## config.mk

```make
export PLATFORM = sky130hd
export DESIGN_NAME = alu_cmd_responder_flat
export DESIGN_NICKNAME = d
export VERILOG_FILES = /design/src/rtl/alu_pkg.sv /design/src/rtl/alu_cmd_responder_if.sv /design/src/rtl/alu_rsp_fifo.sv /design/src/rtl/alu_cmd_responder.sv /design/src/flat_wrapper.sv
export SDC_FILE = /design/constraint.sdc
export NUM_CORES = 1
export LEC_CHECK = 0
export CAP_MARGIN = 20
export CORE_MARGIN = 5
export CORE_UTILIZATION = 50
export DETAILED_ROUTE_END_ITERATION = 6
export MAX_ROUTING_LAYER = met4
export PLACE_DENSITY = 0.79
export SLEW_MARGIN = 20
export SYNTH_ARGS = -nofsm -noshare
export SYNTH_HDL_FRONTEND = slang
export SYNTH_SLANG_ARGS = --single-unit
```

## constraint.sdc

```tcl
create_clock -name clk -period 6.5 [get_ports clk]
set_input_delay 0.65 -clock clk [delete_from_list [all_inputs] [get_ports clk]]
set_output_delay 0.65 -clock clk [all_outputs]
set_load 0.02 [all_outputs]
```

## src/rtl/alu_pkg.sv

```systemverilog
// Shared definitions for the ALU command responder: operand width,
// opcode encodings and the packed response layout {carry, zero, result}.
package alu_pkg;

  localparam int WIDTH = 8;

  localparam logic [2:0] OP_ADD = 3'b000;
  localparam logic [2:0] OP_SUB = 3'b001;
  localparam logic [2:0] OP_AND = 3'b010;
  localparam logic [2:0] OP_OR  = 3'b011;
  localparam logic [2:0] OP_XOR = 3'b100;
  localparam logic [2:0] OP_SHL = 3'b101;
  localparam logic [2:0] OP_SHR = 3'b110;
  localparam logic [2:0] OP_SLT = 3'b111;

  // One buffered response; 10 bits wide with WIDTH = 8.
  typedef struct packed {
    logic             carry;
    logic             zero;
    logic [WIDTH-1:0] result;
  } rsp_t;

  localparam int RSP_W = $bits(rsp_t);

endpackage

```

## src/rtl/alu_cmd_responder_if.sv

```systemverilog
// Command and response channels of the ALU command responder.
// The master drives commands and rsp_ready; the slave is the responder.
// Build option: ALU_ACCUM_EN adds cmd_acc (use accumulator as operand A).
interface alu_cmd_responder_if #(parameter int DEPTH = 4);
  import alu_pkg::*;

  localparam int CW = $clog2(DEPTH) + 1;

  logic             cmd_valid;
  logic             cmd_ready;
  logic [WIDTH-1:0] cmd_a;
  logic [WIDTH-1:0] cmd_b;
  logic [2:0]       cmd_op;
`ifdef ALU_ACCUM_EN
  logic             cmd_acc;
`endif
  logic             rsp_valid;
  logic             rsp_ready;
  logic [WIDTH-1:0] rsp_result;
  logic             rsp_carry;
  logic             rsp_zero;
  logic [CW-1:0]    rsp_count;

  modport master (
    output cmd_valid, cmd_a, cmd_b, cmd_op, rsp_ready,
`ifdef ALU_ACCUM_EN
    output cmd_acc,
`endif
    input  cmd_ready, rsp_valid, rsp_result, rsp_carry, rsp_zero, rsp_count
  );

  modport slave (
    input  cmd_valid, cmd_a, cmd_b, cmd_op, rsp_ready,
`ifdef ALU_ACCUM_EN
    input  cmd_acc,
`endif
    output cmd_ready, rsp_valid, rsp_result, rsp_carry, rsp_zero, rsp_count
  );

endinterface

```

## src/rtl/alu_rsp_fifo.sv

```systemverilog
// Generic synchronous FIFO with occupancy count. Head data is read
// combinationally from the read pointer; pointers wrap modulo DEPTH
// (DEPTH must be a power of 2). Reset is synchronous, active-high.
module alu_rsp_fifo #(
  parameter int DW    = 10,
  parameter int DEPTH = 4
) (
  input  logic                     clk,
  input  logic                     rst,
  input  logic                     push,
  input  logic [DW-1:0]            wdata,
  input  logic                     pop,
  output logic [DW-1:0]            rdata,
  output logic [$clog2(DEPTH):0]   count,
  output logic                     full,
  output logic                     empty
);

  localparam int AW = $clog2(DEPTH);
  localparam int CW = AW + 1;

  logic [DW-1:0] mem [DEPTH];
  logic [AW-1:0] wr_ptr;
  logic [AW-1:0] rd_ptr;
  logic          wr_en;
  logic          rd_en;

  assign full  = (count == CW'(DEPTH));
  assign empty = (count == '0);
  assign wr_en = push && !full;
  assign rd_en = pop && !empty;
  assign rdata = mem[rd_ptr];

  // Storage, pointers and occupancy update on every accepted push/pop.
  // NOTE: sequential state uses non-blocking (<=) so every register samples
  // pre-edge values; blocking here would let later statements see new ones.
  // NOTE: the storage array is reset so the head reads as all-zero after
  // reset, which is what the response outputs must show.
  always_ff @(posedge clk) begin
    if (rst) begin
      for (int i = 0; i < DEPTH; i++) mem[i] <= '0;
      wr_ptr <= '0;
      rd_ptr <= '0;
      count  <= '0;
    end else begin
      if (wr_en) begin
        mem[wr_ptr] <= wdata;
        wr_ptr      <= wr_ptr + 1'b1;
      end
      if (rd_en) rd_ptr <= rd_ptr + 1'b1;
      case ({wr_en, rd_en})
        2'b10:   count <= count + 1'b1;
        2'b01:   count <= count - 1'b1;
        default: count <= count;
      endcase
    end
  end

endmodule

```

## src/rtl/alu_cmd_responder.sv

```systemverilog
// Clocked command responder around an 8-bit combinational ALU. Commands
// are computed in the cycle they are accepted and the {carry, zero, result}
// responses are returned in order through a DEPTH-entry FIFO.
// Build option: ALU_ACCUM_EN adds an accumulator selectable as operand A.
module alu_cmd_responder #(
  parameter int WIDTH = 8,
  parameter int DEPTH = 4
) (
  input  logic               clk,
  input  logic               rst,
  alu_cmd_responder_if.slave bus
);

  localparam int CW = $clog2(DEPTH) + 1;

  logic             push;
  logic             pop;
  logic             full;
  logic             empty;
  logic [CW-1:0]    count;
  logic [WIDTH-1:0] op_a;
  logic [WIDTH:0]   alu_wide;
  logic [WIDTH-1:0] alu_res;
  logic             alu_carry;
  alu_pkg::rsp_t    rsp_in;
  alu_pkg::rsp_t    rsp_head;

  // cmd_ready depends only on stored occupancy, never on rsp_ready.
  assign bus.cmd_ready = !full;
  assign push          = bus.cmd_valid && !full;
  assign pop           = !empty && bus.rsp_ready;

`ifdef ALU_ACCUM_EN
  logic [WIDTH-1:0] acc_q;

  assign op_a = bus.cmd_acc ? acc_q : bus.cmd_a;

  // Accumulator captures every accepted result so accumulating commands chain.
  always_ff @(posedge clk) begin
    if (rst)       acc_q <= '0;
    else if (push) acc_q <= alu_res;
  end
`else
  assign op_a = bus.cmd_a;
`endif

  // ALU datapath: result and carry/borrow for the presented command.
  // NOTE: every output gets a default first so no path leaves it unassigned,
  // which would otherwise infer a latch.
  always_comb begin
    alu_wide  = '0;
    alu_res   = '0;
    alu_carry = 1'b0;
    case (bus.cmd_op)
      alu_pkg::OP_ADD: begin
        alu_wide  = {1'b0, op_a} + {1'b0, bus.cmd_b};
        alu_res   = alu_wide[WIDTH-1:0];
        alu_carry = alu_wide[WIDTH];
      end
      alu_pkg::OP_SUB: begin
        // Bit WIDTH of the 9-bit difference is the unsigned borrow.
        alu_wide  = {1'b0, op_a} - {1'b0, bus.cmd_b};
        alu_res   = alu_wide[WIDTH-1:0];
        alu_carry = alu_wide[WIDTH];
      end
      alu_pkg::OP_AND: alu_res = op_a & bus.cmd_b;
      alu_pkg::OP_OR:  alu_res = op_a | bus.cmd_b;
      alu_pkg::OP_XOR: alu_res = op_a ^ bus.cmd_b;
      alu_pkg::OP_SHL: begin
        alu_res   = {op_a[WIDTH-2:0], 1'b0};
        alu_carry = op_a[WIDTH-1];
      end
      alu_pkg::OP_SHR: begin
        alu_res   = {1'b0, op_a[WIDTH-1:1]};
        alu_carry = op_a[0];
      end
      alu_pkg::OP_SLT: alu_res = {{(WIDTH-1){1'b0}}, (op_a < bus.cmd_b)};
      default:         alu_res = '0;
    endcase
  end

  assign rsp_in = {alu_carry, (alu_res == '0), alu_res};

  alu_rsp_fifo #(
    .DW    (alu_pkg::RSP_W),
    .DEPTH (DEPTH)
  ) u_fifo (
    .clk   (clk),
    .rst   (rst),
    .push  (push),
    .wdata (rsp_in),
    .pop   (pop),
    .rdata (rsp_head),
    .count (count),
    .full  (full),
    .empty (empty)
  );

  assign bus.rsp_valid  = !empty;
  assign bus.rsp_result = rsp_head.result;
  assign bus.rsp_carry  = rsp_head.carry;
  assign bus.rsp_zero   = rsp_head.zero;
  assign bus.rsp_count  = count;

endmodule
```

## src/flat_wrapper.sv

```systemverilog
// flat-port wrapper written by rule: the top's interface ports become plain ports
module alu_cmd_responder_flat 
#(
  parameter int WIDTH = 8,
  parameter int DEPTH = 4
)
  (clk, rst, bus_cmd_valid, bus_cmd_a, bus_cmd_b, bus_cmd_op, bus_rsp_ready, bus_cmd_ready, bus_rsp_valid, bus_rsp_result, bus_rsp_carry, bus_rsp_zero, bus_rsp_count);
  alu_cmd_responder_if #(.DEPTH(DEPTH)) bus_i ();
  input  logic clk;
  input  logic rst;
  input wire logic [$bits(bus_i.cmd_valid)-1:0] bus_cmd_valid;
  input wire logic [$bits(bus_i.cmd_a)-1:0] bus_cmd_a;
  input wire logic [$bits(bus_i.cmd_b)-1:0] bus_cmd_b;
  input wire logic [$bits(bus_i.cmd_op)-1:0] bus_cmd_op;
  input wire logic [$bits(bus_i.rsp_ready)-1:0] bus_rsp_ready;
  output wire logic [$bits(bus_i.cmd_ready)-1:0] bus_cmd_ready;
  output wire logic [$bits(bus_i.rsp_valid)-1:0] bus_rsp_valid;
  output wire logic [$bits(bus_i.rsp_result)-1:0] bus_rsp_result;
  output wire logic [$bits(bus_i.rsp_carry)-1:0] bus_rsp_carry;
  output wire logic [$bits(bus_i.rsp_zero)-1:0] bus_rsp_zero;
  output wire logic [$bits(bus_i.rsp_count)-1:0] bus_rsp_count;
  assign bus_i.cmd_valid = bus_cmd_valid;
  assign bus_i.cmd_a = bus_cmd_a;
  assign bus_i.cmd_b = bus_cmd_b;
  assign bus_i.cmd_op = bus_cmd_op;
  assign bus_i.rsp_ready = bus_rsp_ready;
  assign bus_cmd_ready = bus_i.cmd_ready;
  assign bus_rsp_valid = bus_i.rsp_valid;
  assign bus_rsp_result = bus_i.rsp_result;
  assign bus_rsp_carry = bus_i.rsp_carry;
  assign bus_rsp_zero = bus_i.rsp_zero;
  assign bus_rsp_count = bus_i.rsp_count;
  alu_cmd_responder #(.WIDTH(WIDTH), .DEPTH(DEPTH)) u_core (.clk(clk), .rst(rst), .bus(bus_i));
endmodule
```

==> results.md, run 1 <==
* Outcome: complete, no violations
* Die area at 8470 sq um
* Met2 Usage GRT at 34.2%
* Slew HR at 41.2%
* Largest family of logic cells by synthesized area: simple AND/OR/NAND/NOR gates
* Post-synth top flop: edfxtp_1
* Post-Synth Simple-Gate Area at 15.2%
* Share of Yosys cell area claimed by the top area cell type at 35.7%
* Buffers on Ports at 37
* Least-Margin Pin Slew at 0.880 ns
* PD cells at 258 nW/um^2
* Std-Cell Rows at 30
* Cts hold-fix bufs at 0
* Count of pins over their slew limit at 0
* CP endpoint kind: flip-flop
* Most common cell after layout, fill and taps aside: nor2_1
* Max-Cap Viols at 0
* Clk sinks at 49
* GP Congestion at 0.922
* Worst-Skew Late Latency at 0.29 ns
* Avg WL per Cell at 17.1 um
* Layout cells sized above 1 at 6.89%
* Synth Area in Adders at 11.1%
* Seq cells post-synth at 49
* HP Class: reg -> reg
* Vias in the first global route at 2,653
* Switching part of the total at 34.5%
* Number of flops mapped to enable cells by yosys at 40
* Met3 GRT Util at 2.79%
* Core footprint at 6680 sq um
* # Post-CTS Setup Buffers at 0
* Clock network fraction of total power at 16.8%
* Tmin final at 3.53 ns
* R2R depth at 6
* Detailed Routing Iterations Pass 1 at 5
* Remaining global-route overflow at 0
* Hold Path Depth at 2
* Chip Width at 92.0 um
* Leading area contributor after synthesis: edfxtp_1
* Met1 Use GR at 23.4%
* WP data arrival at 3.65 ns
* Initial drt markers at 249
* Cell area after layout at 3850 sq um
* Syn. warnings at 0
* Synthesized area at 3370 sq um
* GRT Max-Usage Layer: met2
* Post-synth net total at 384
* Syn_area_per_cell at 10.1 sq um
* Final setup skew at 0.00690 ns
* I/O Pins at 38
* Number of diodes at 0
* Endpoints failing setup at 0
* Pint at 0.000653 W
* XOR/XNOR share of the synthesized area at 3.64%
* # resized after CTS at 0
* Share of total power in combinational logic at 40.8%
* Post-route DRC at 0
* Cells after synthesis at 333
* Detail Route Antenna Nets at 0
* Area after DPL at 3770 sq um
* Crit Path Class: in -> reg
* Vias at 2,637
* Htree depth at 2
* Post-DP HPWL at 5730 um
* Max Fclk at 0.283 GHz
* Hold Vio Cnt, Final at 0
* Global-route wire length before repair at 12,800 um
* Layout area overhead at 14.5%
* Maximum VDD drop at 103 uV
* Post-synthesis compound-gate area fraction at 15.0%
* Yosys cell types at 60
* Period utilization at 54.3%
* Largest net degree at the start of global routing at 23
* Die height at 92.0 um
* Setup TNS at 0 ns
* Unrepaired setup endpoints after global routing: false
* Vias per cell at 5.95
* P_leak at 1.51 nW
* WP data required at 6.62 ns
* CTS root buf: clkbuf_8
* Starting Density at 50.4%
* Initial antenna violation count at 0
* Sequential Power Share at 42.4%
* Num CTS Buffers at 5
* Mux share of post-synthesis cell area at 8.62%
* Global-route usage over all layers at 19.2%
* Ranking of synthesized cells by area: edfxtp_1 36%, ha_1 9.3%, mux4_2 7.4%
* Seq/Total Area, Yosys at 41.0%
* CP Max Fanout at 5
* Psw at 0.000343 W
* CTS tree: done
* Clock Path Buffers at 2
* Post-synth ARST share at 0%
* Clock slew at reported path FFs at 0.08 ns
* Final WL at 7570 um
* Commonest cells after routing, fill and taps aside: 59 x nor2_1, 40 x edfxtp_1, 37 x clkdlybuf4s50_1, 27 x inv_1, 25 x ha_1
* Worst Setup Start Kind: input port
* Final nets at 413
power by group through the flow:
stage | registers [W] | clock network [W] | logic [W]
2_1_floorplan | 0.000414 | 0 | 0.000275
3_3_place_gp | 0.000429 | 0 | 0.000396
3_5_place_dp | 0.000432 | 0 | 0.000405
4_1_cts | 0.000424 | 0.000166 | 0.000407
5_1_grt | 0.000430 | 0.000181 | 0.000442
6_report | 0.000422 | 0.000168 | 0.000406
critical path: stages:
cell	delay, ns
clkdlybuf4s50_1	0.53
ha_1	0.21
inv_1	0.06
fa_1	0.48
inv_1	0.04
mux4_2	0.47
mux2i_4	0.22
or3b_1	0.38
a211oi_2	0.18
o2111ai_1	0.20
nor3_1	0.23
metal layers:
layer | up-vias | wire length [um]
met5 | - | 0
met4 | 0 | 78
met3 | 8 | 409
met2 | 98 | 3930
met1 | 1270 | 3150
li1 | 1261 | -
state kept, by name, summed over array words and instances, names as in the netlist, named ones only:
name                  count
u_core.u_fifo.mem        40
u_core.u_fifo.count       3
u_core.u_fifo.rd_ptr      2
u_core.u_fifo.wr_ptr      2
synthesized netlist by cell type (3+ instances only):
master / instances
ha_1: 25
xnor2_1: 9
dfxtp_1: 9
edfxtp_1: 40
clkbuf_1: 7
nor2_1: 59
nor2b_1: 5
buf_2: 6
a221oi_1: 4
a21o_1: 3
inv_1: 27
a221o_1: 3
nand2_1: 16
xor2_1: 5
or3_1: 4
fa_1: 3
o21bai_1: 3
o21ai_0: 12
nand2b_1: 7
nor3_1: 4
nand3_1: 8
inv_2: 4
a21oi_1: 12
mux4_2: 11
per-stage QoR:
step	worst slack (ns)	util, %	hold slack, ns	total power (W)	instances
after floorplan	3.44	-	0.485	0.000689	333
after global placement	2.75	56.5	0.497	0.000825	435
after detailed placement	2.68	56.5	0.516	0.000837	435
after CTS	2.97	57.7	0.526	0.000997	443
after global routing	2.76	57.7	0.555	0.00105	443
final	2.97	57.7	0.532	0.000996	443
kinds of logic after synthesis:
kind of cell,Yosys count
fa+ha+maj,28
simple gates,113
flops,49
xor+xnor,14
mux,14
compound gates,69
buf+inv,46
area by class of cell:
class / instances / area [sq um]
Fill cell: 560 / 2830
Multi-Input combinational cell: 238 / 1800
Sequential cell: 49 / 1380
Timing Repair Buffer: 37 / 370
Inverter: 31 / 116
Tap cell: 80 / 100
Clock buffer: 7 / 76.3
Clock inverter: 1 / 5.00
path summary, 6_finish.rpt:
check	to	slack, ns	startpoint
worst min register to register	u_core.u_fifo.count[2]	0.53	u_core.u_fifo.count[2]
worst max-delay path	u_core.u_fifo.mem[1][8]	2.97	bus_cmd_a[0]
worst min-delay path	u_core.u_fifo.count[2]	0.53	u_core.u_fifo.count[2]
worst max register to register	u_core.u_fifo.mem[0][1]	3.88	u_core.u_fifo.count[0]
No activity file was read; power rests on OpenSTA's default activity.
==> run 2, diff against run 1 <==
--- a/config.mk
+++ b/config.mk
@@ -10,7 +10,7 @@
 export CORE_UTILIZATION = 50
 export DETAILED_ROUTE_END_ITERATION = 6
 export MAX_ROUTING_LAYER = met4
-export PLACE_DENSITY = 0.79
+export PLACE_DENSITY = 0.82
 export SLEW_MARGIN = 20
 export SYNTH_ARGS = -nofsm -noshare
 export SYNTH_HDL_FRONTEND = slang
==> constraint.sdc (replaced) <==
create_clock -name clk -period 3.2 [get_ports clk]
set_input_delay 0.32 -clock clk [delete_from_list [all_inputs] [get_ports clk]]
set_output_delay 0.32 -clock clk [all_outputs]
set_load 0.02 [all_outputs]
==> run 2 against run 1 <==
Effect of this change: power is 110% higher; setup slack worse by 2.8 ns; final area is 6.2% higher; clock skew is 0.00093 ns lower; critical path type unchanged; routed wire length is 3.3% higher; critical path depth stayed put; global-route usage is 0.29 points higher; clock-buffer cell count is 1 lower; worst hold slack hardly changed; highest routed layer unchanged; utilization is 3.6 points higher; combinational power is 110% higher; die area stayed put.
==> results.md, run 2 (synthesized netlist as in run 1, its figures left out) <==
* Setup TNS at 0 ns
* Final nets at 444
* Die height at 92.0 um
* WP data arrival at 3.20 ns
* Max reg flops at 40
* Worst Path Buf+Inv at 3
* Die area at 8470 sq um
* Hold Vio Cnt, Final at 0
* # resized after CTS at 0
* Worst Setup Start Kind: input port
* Crit path top cell by count: inv_1
* Number of diodes at 0
* Top reg by flops: u_core.u_fifo.mem
* CP max stage delay at 0.49 ns
* Post-route DRC at 0
* Critical path's slowest cell: mux4_2
* CTS tree: done
* Maximum VDD drop at 204 uV
* Slew HR at 52.8%
* PD cells at 508 nW/um^2
* Max Fclk at 0.326 GHz
* Vias per cell at 5.75
* # Post-CTS Setup Buffers at 0
* Global-route usage over all layers at 19.5%
* CP Cell Sequence: clkdlybuf4s50_1, ha_1, inv_1, fa_1, inv_1, mux4_2, mux2i_4, or3b_1, a211oi_2, o2111ai_1, nor3_1
* Crit Path Class: in -> reg
* Std-Cell Rows at 30
* Layout area overhead at 21.6%
* Vias in the first global route at 2,726
* Endpoints failing setup at 0
* Sequential Power Share at 41.3%
* Worst-Skew Late Latency at 0.30 ns
* Post-DP HPWL at 6120 um
* Switching part of the total at 34.4%
* Largest regs: u_core.u_fifo.mem (40), u_core.u_fifo.count (3)
* Clock network fraction of total power at 17.0%
* CP Max Fanout at 3
* Detail Route Antenna Nets at 0
* HP Class: reg -> reg
* Clock slew at reported path FFs at 0.08 ns
* CP endpoint kind: flip-flop
* Detailed Routing Iterations Pass 1 at 5
* Largest net degree at the start of global routing at 22
* Final WL at 7820 um
* Cts hold-fix bufs at 0
* Buffers on Ports at 37
* Num CTS Buffers at 5
* Clk sinks at 49
* Period utilization at 95.9%
* Layout cells sized above 1 at 14.5%
* GP Congestion at 0.896
* Critical path's top delay family: multiplexers
* Chip Width at 92.0 um
* Vias at 2,726
* # fillers at 566
* Final setup skew at 0.00597 ns
* Commonest cells after routing, fill and taps aside: 59 x nor2_1, 40 x edfxtp_1, 37 x clkdlybuf4s50_1, 31 x buf_4, 27 x inv_1
* Area of the multi-input gates at 1800 sq um
* Max-Cap Viols at 0
* Pint at 0.00136 W
* WP data required at 3.33 ns
* I/O Pins at 38
* Tmin final at 3.07 ns
* Least-Margin Pin Slew at 0.707 ns
* Starting Density at 50.4%
* Global-route wire length before repair at 12,800 um
* Register Area at 1380 sq um
* Avg WL per Cell at 16.5 um
* Most common cell after layout, fill and taps aside: nor2_1
* Share of total power in combinational logic at 41.6%
* Count of pins over their slew limit at 0
* Unrepaired setup endpoints after global routing: false
* WHS at 0.533 ns
* Initial antenna violation count at 0
* Psw at 0.000716 W
* Htree depth at 2
* CTS root buf: clkbuf_8
* Cell area after layout at 4090 sq um
* Core footprint at 6680 sq um
* Area after DPL at 4010 sq um
* Clock Path Buffers at 2
* Outcome: complete, no violations
* Remaining global-route overflow at 0
* Initial drt markers at 141
* P_leak at 1.65 nW
run 2: metrics by stage:
step	power (W)	std cells	util [%]	worst slack (ns)
finish	0.00208	474	61.3	0.132
global route	0.00220	474	61.3	0.00698
CTS	0.00209	474	61.3	0.148
detailed placement	0.00174	466	59.9	-0.151
global placement	0.00172	466	59.9	-0.0737
floorplan	0.00140	333	-	0.474
run 2: path summary, 6_finish.rpt:
path | startpoint | slack (ns) | endpoint | cells past startpoint
worst max-delay path | bus_cmd_b[0] | 0.13 | u_core.u_fifo.mem[0][8] | 11
worst max register to register | u_core.u_fifo.count[0] | 0.78 | u_core.u_fifo.mem[0][7] | 7
worst min register to register | u_core.u_fifo.count[1] | 0.53 | u_core.u_fifo.count[1] | 2
worst min-delay path | u_core.u_fifo.count[1] | 0.53 | u_core.u_fifo.count[1] | 2
run 2: worst register-to-register path, stage by stage, from the launching register on:
cell	delay (ns)
dfxtp_1	0.39
inv_1	0.10
nand3_1	0.15
nand2_1	0.15
or2_1	0.42
or3_1	0.58
nand2b_1	0.18
buf_4	0.17
run 2: layout make-up:
type                    instances  area share (%)
clock buffers                   6            1.77
clock inverters                 2           0.367
inverters                      31            2.84
multi-input cells             238            44.1
flip-flops and latches         49            33.8
well taps                      80            2.45
repair buffers                 68            14.7
run 2: power groups by stage:
stage                     combinational (W)  sequential (W)  clock, W
final                              0.000866        0.000859  0.000354
after global routing               0.000935        0.000873  0.000387
after CTS                          0.000868        0.000863  0.000357
after detailed placement           0.000865        0.000877         0
after global placement             0.000849        0.000870         0
after floorplan                    0.000558        0.000842         0
run 2: layer usage:
metal	global-route usage, %	routed length (um)	vias to the layer above
met4	7.80	167	0
met3	2.05	426	15
met2	34.9	4150	104
met1	22.4	3070	1283
met5	-	0	-
li1	-	-	1324
==> run 3, diff against run 2 <==
--- a/config.mk
+++ b/config.mk
@@ -9,8 +9,9 @@
 export CORE_MARGIN = 5
 export CORE_UTILIZATION = 50
 export DETAILED_ROUTE_END_ITERATION = 6
+export DONT_BUFFER_PORTS = 1
 export MAX_ROUTING_LAYER = met4
-export PLACE_DENSITY = 0.82
+export PLACE_DENSITY = 0.75
 export SLEW_MARGIN = 20
 export SYNTH_ARGS = -nofsm -noshare
 export SYNTH_HDL_FRONTEND = slang
==> constraint.sdc (replaced) <==
create_clock -name clk -period 3.2 [get_ports clk]
set_input_delay 0.48 -clock clk [delete_from_list [all_inputs] [get_ports clk]]
set_output_delay 0.48 -clock clk [all_outputs]
set_load 0.02 [all_outputs]
==> run 3 against run 2 <==
Effect of this change: register-to-register slack got worse by 0.11 ns; combinational power down 28%; sequential power is 2.3% higher; clock skew fell by 0.00070 ns; critical path type unchanged; final area is 14% lower; via count decreased by 9.1%; die area is the same; cell count is 14% lower; global-route usage shrank 1.2 points; largest cell class unchanged; largest power group is now registers.
==> results.md, run 3 (synthesized netlist as in run 1, its figures left out) <==
* Htree depth at 2
* Setup TNS at 0 ns
* Layout area overhead at 4.20%
* Top sig layer: met4
* GP Congestion at 0.924
* Vias per cell at 6.06
* Core footprint at 6680 sq um
* CTS tree: done
* Final setup skew at 0.00527 ns
* Cts hold-fix bufs at 0
* Die height at 92.0 um
* Met3 wire len at 438 um
* Final WL at 7410 um
* Hold endpoint: u_core.u_fifo.count[1]
* Worst-Skew Late Latency at 0.30 ns
* WP data arrival at 2.99 ns
* Die area at 8470 sq um
* Slew HR at 56.0%
* CP Max Fanout at 5
* Largest regs: u_core.u_fifo.mem (40), u_core.u_fifo.count (3)
* Outcome: complete, no violations
* Cell area after layout at 3510 sq um
* Worst flop-to-flop path endpoint: u_core.u_fifo.mem[0][2]
* Starting Density at 50.4%
* Clk sinks at 49
* Hold_sp: rst
* PD cells at 527 nW/um^2
* Most common cell after layout, fill and taps aside: nor2_1
* Worst Setup Start Kind: input port
* Detailed Routing Iterations Pass 1 at 5
* Layout cells sized above 1 at 8.51%
* R2R depth at 6
* CTS root buf: clkbuf_8
* Unrepaired setup endpoints after global routing: false
* Clock slew at reported path FFs at 0.08 ns
* # Post-CTS Setup Buffers at 0
* Period utilization at 89.2%
* Maximum VDD drop at 171 uV
* WHS at 0.241 ns
* Count of pins over their slew limit at 0
* Final nets at 379
* # resized after CTS at 0
* Crit Path Class: in -> reg
* Commonest cells after routing, fill and taps aside: 59 x nor2_1, 40 x edfxtp_1, 27 x inv_1, 25 x ha_1, 16 x nand2_1
* Tmin final at 2.85 ns
* Initial drt markers at 205
* Met1 WL at 3100 um
* Std-Cell Rows at 30
* Max-Cap Viols at 0
* P_leak at 1.38 nW
* Initial antenna violation count at 0
* Global-route usage over all layers at 18.3%
* Reg2reg start: u_core.u_fifo.count[0]
* HP Class: in -> reg
* Post-DP HPWL at 5630 um
* Avg WL per Cell at 18.1 um
* Clock Path Buffers at 2
* Remaining global-route overflow at 0
* Endpoints failing setup at 0
* Buffers on Ports at 0
* Global-route wire length before repair at 12,100 um
* Detail Route Antenna Nets at 0
* Largest net degree at the start of global routing at 23
* Flop2flop setup slack at 0.67 ns
* Least-Margin Pin Slew at 0.659 ns
* Hold Vio Cnt, Final at 0
* Max Fclk at 0.350 GHz
* Num CTS Buffers at 5
* Hold Path Depth at 1
* Top reg by flops: u_core.u_fifo.mem
* DR WL met2 at 3730 um
* Post-route DRC at 0
* Vias at 2,479
* CP endpoint kind: flip-flop
* Area after DPL at 3420 sq um
* Number of diodes at 0
* I/O Pins at 38
* Chip Width at 92.0 um
* Vias in the first global route at 2,512
* WP data required at 3.34 ns
* Max reg flops at 40
## run 3: critical path, cell delays in order
cell and delay [ns]:
ha_1 0.17, inv_1 0.06, fa_1 0.47, inv_1 0.04
mux4_2 0.48, mux2i_4 0.23, or3b_1 0.39, a211oi_2 0.19
o2111ai_1 0.23, nor3_1 0.24
## run 3: worst max path at each step
stage                       from                      end  slack (ns)  depth (start not counted)
finish              bus_cmd_b[0]  u_core.u_fifo.mem[1][8]        0.35                         10
global route        bus_cmd_b[0]  u_core.u_fifo.mem[0][8]        0.22                         10
CTS                 bus_cmd_b[0]  u_core.u_fifo.mem[1][8]        0.35                         10
detailed placement  bus_cmd_b[0]  u_core.u_fifo.mem[1][8]        0.07                         10
global placement    bus_cmd_b[0]  u_core.u_fifo.mem[0][8]        0.21                         10
floorplan           bus_cmd_b[0]  u_core.u_fifo.mem[0][8]        0.31                         10
## run 3: final cells by class
cell class                      instances  area [sq um]
Sequential cell                        49          1380
Timing Repair Buffer                    3          22.5
Clock buffer                            7          76.3
Multi-Input combinational cell        238          1800
Tap cell                               80           100
Fill cell                             599          3170
Clock inverter                          1          6.26
Inverter                               31           116
## run 3: layer usage
layer / GRT usage, % / vias up
li1: - / 1195
met1: 22.2 / 1186
met2: 31.1 / 84
met3: 3.53 / 14
met4: 5.57 / 0
met5: - / -
## run 3: per-stage QoR
step	power, W	utilization, %	setup slack [ns]	instances
after floorplan	0.00140	-	0.314	333
after global placement	0.00149	51.3	0.208	401
after detailed placement	0.00152	51.3	0.0744	401
after CTS	0.00186	52.5	0.347	409
after global routing	0.00195	52.5	0.217	409
final	0.00185	52.5	0.345	409
## run 3: power breakdown
part	internal (W)	switching [W]	leakage [nW]	total (W)
sequential	0.000779	0.0000998	0.490	0.000879
clock	0.000155	0.000193	0.0428	0.000348
combinational	0.000255	0.000365	0.847	0.000620
total	0.00119	0.000658	1.38	0.00185
==> RTL change, RTL diff (settings of run 2) <==
`WIDTH` is set to 8 in 3 places; all go to 7. Comments in the files are not updated.
--- a/src/rtl/alu_pkg.sv
+++ b/src/rtl/alu_pkg.sv
@@ -3,5 +3,5 @@
 package alu_pkg;
 
-  localparam int WIDTH = 8;
+  localparam int WIDTH = 7;
 
   localparam logic [2:0] OP_ADD = 3'b000;
--- a/src/rtl/alu_cmd_responder.sv
+++ b/src/rtl/alu_cmd_responder.sv
@@ -4,5 +4,5 @@
 // Build option: ALU_ACCUM_EN adds an accumulator selectable as operand A.
 module alu_cmd_responder #(
-  parameter int WIDTH = 8,
+  parameter int WIDTH = 7,
   parameter int DEPTH = 4
 ) (
--- a/src/flat_wrapper.sv
+++ b/src/flat_wrapper.sv
@@ -2,5 +2,5 @@
 module alu_cmd_responder_flat 
 #(
-  parameter int WIDTH = 8,
+  parameter int WIDTH = 7,
   parameter int DEPTH = 4
 )
Interface: changed (resized bus_cmd_a, bus_cmd_b and bus_rsp_result); port bits go from 38 to 35. No check against the original RTL was run, so the function may have changed too.
==> RTL change against run 2 <==
Synthesized area shrank 6.0%. Power shrank 2.3%. Die area shrank 5.4%. Synthesized cell count shrank 6.6%. Routed wire length shrank 8.8%. Sequential power shrank 8.0%. Sequential cell count shrank 4. Global-route usage grew 0.29 points. Cell area shrank 9.7%. Worst setup slack gained 0.32 ns. Via count shrank 11%.
==> RTL change: results (changes against run 2) <==
status: "finished, final reports clean"
grt_pass1_wl_mm: 11.6  # -9.3%
startpoint: "bus_cmd_a[0]"
yosys_warnings: 0  # unchanged
drive_above_1_share_pct: 12.4  # -2.1 points
synth_common_cells: "nor2_1 (47), edfxtp_1 (36), inv_1 (27)"
synth_edf_count: 36  # -10%
r2r_slack_ns: 0.86  # +0.08 ns
slowest_delay_ns: 0.54  # +0.05 ns
grt_max_degree: 23  # +4.5%
skew_ns: 0.00515  # -0.000824 ns
wl_mm: 7.13  # -8.8%
ys_types: 61  # +1.7%
hp-start: "u_core.u_fifo.rd_ptr[1]"
post-synth-top-count-cell: "nor2_1"
yosysSeqAreaShare_pct: 39.9  # -1.2 points
endpoint: "u_core.u_fifo.mem[2][7]"
relSlewSlack_pct: 61.0  # +8.2 points
clkTransAtPathRegs_ns: 0.08  # about the same
route.met3.wl_um: 293  # -31%
ff2ff_path_depth: 7  # unchanged
grt_use_met1_pct: 22.5  # +0.028 points
grt_pass1_vias: 2472  # -9.3%
post-dp-hpwl_mm: 5.45  # -11%
drt_iter0_drc: 187  # +33%
r2r-start: "u_core.u_fifo.count[1]"
max-vdd-ir-drop_v: 0.000441  # +120%
grt_use_total_pct: 19.8  # +0.29 points
use_met2_pct: 34.7  # -0.22 points
dr_total_vias: 2421  # -11%
arrival_ns: 2.88  # -0.32 ns
placement.cell_area_um2: 3570  # -11%
firstDrtPassIters: 4  # -1
syn_nets: 357  # -7.0%
ys_top_cells_by_area: "edfxtp_1 (34%), ha_1 (8.7%), mux4_2 (6.4%)"
critPathMaxFanout: 4  # +1
wl_met1_mm: 2.88  # -6.2%
met2_length_mm: 3.71  # -11%
timing.rr.end: "u_core.u_fifo.mem[2][1]"
cts_root_buf: "clkbuf_8"
post-cts-setup-buffers: 0  # unchanged
grt_util_met3_pct: 2.49  # +0.44 points
portBuffers: 34  # -8.1%
reg_top3: "u_core.u_fifo.mem x36, u_core.u_fifo.count x3"
cpMaxStageDelayCell: "clkdlybuf4s50_1"
leakagePower_uw: 0.00148  # -11%
finalNetCount: 392  # -12%
largest_reg_flops: 36  # -10%
gp_congestion: 0.944  # +5.3%
==> RTL change: cell count changes after synthesis, sizes merged, moves of 4 or more <==
cell / delta
nor2: -10
nand2: +4
edfxtp: -4
xnor2: -6
nor2b: +5
inv: -4
==> RTL change: cell families (layout without fill, tap and decap cells) <==
kind of cell / after synthesis / after routing / synth area share, %
simple gates: 119 / 119 / 19.1
compound gates: 56 / 56 / 13.2
flops: 45 / 45 / 39.9
buf+inv: 42 / 78 / 6.41
fa+ha+maj: 25 / 25 / 10.6
mux: 15 / 15 / 8.35
xor+xnor: 9 / 9 / 2.49
==> RTL change: critical path, delay by kind of cell <==
kind / cells / cell delay (ns)
and+or+nand+nor: 4 / 0.67
adders and majority gates: 2 / 0.66
buffers and inverters: 2 / 0.62
AOI/OAI and AO/OA: 3 / 0.61
==> RTL change: report_power, final <==
group          leakage, uW  internal [uW]  switching, uW  total (uW)
Combinational     0.000963            373            402         774
Sequential        0.000448            715           74.2         790
Clock            0.0000663            278            188         466
Total              0.00148           1370            664        2030
==> RTL change: metrics by stage <==
step / hold slack [ns] / power [uW] / setup WS, ns / util, % / std cells
after floorplan: 0.485 / 1300 / 0.824 / - / 311
after global placement: 0.508 / 1560 / 0.291 / 57.1 / 416
after detailed placement: 0.513 / 1580 / 0.175 / 57.1 / 416
after CTS: 0.537 / 2050 / 0.481 / 59.2 / 424
after global routing: 0.584 / 2140 / 0.312 / 59.2 / 424
final: 0.538 / 2030 / 0.454 / 59.2 / 424
==> RTL change: layout make-up <==
type | count | area (um^2)
clock inverter | 2 | 35.0
clock buffer | 6 | 93.8
fill | 529 | 2550
timing repair buffer | 43 | 408
inverter | 27 | 101
tap | 77 | 96.3
sequential | 45 | 1260
multi-input combinational | 224 | 1700
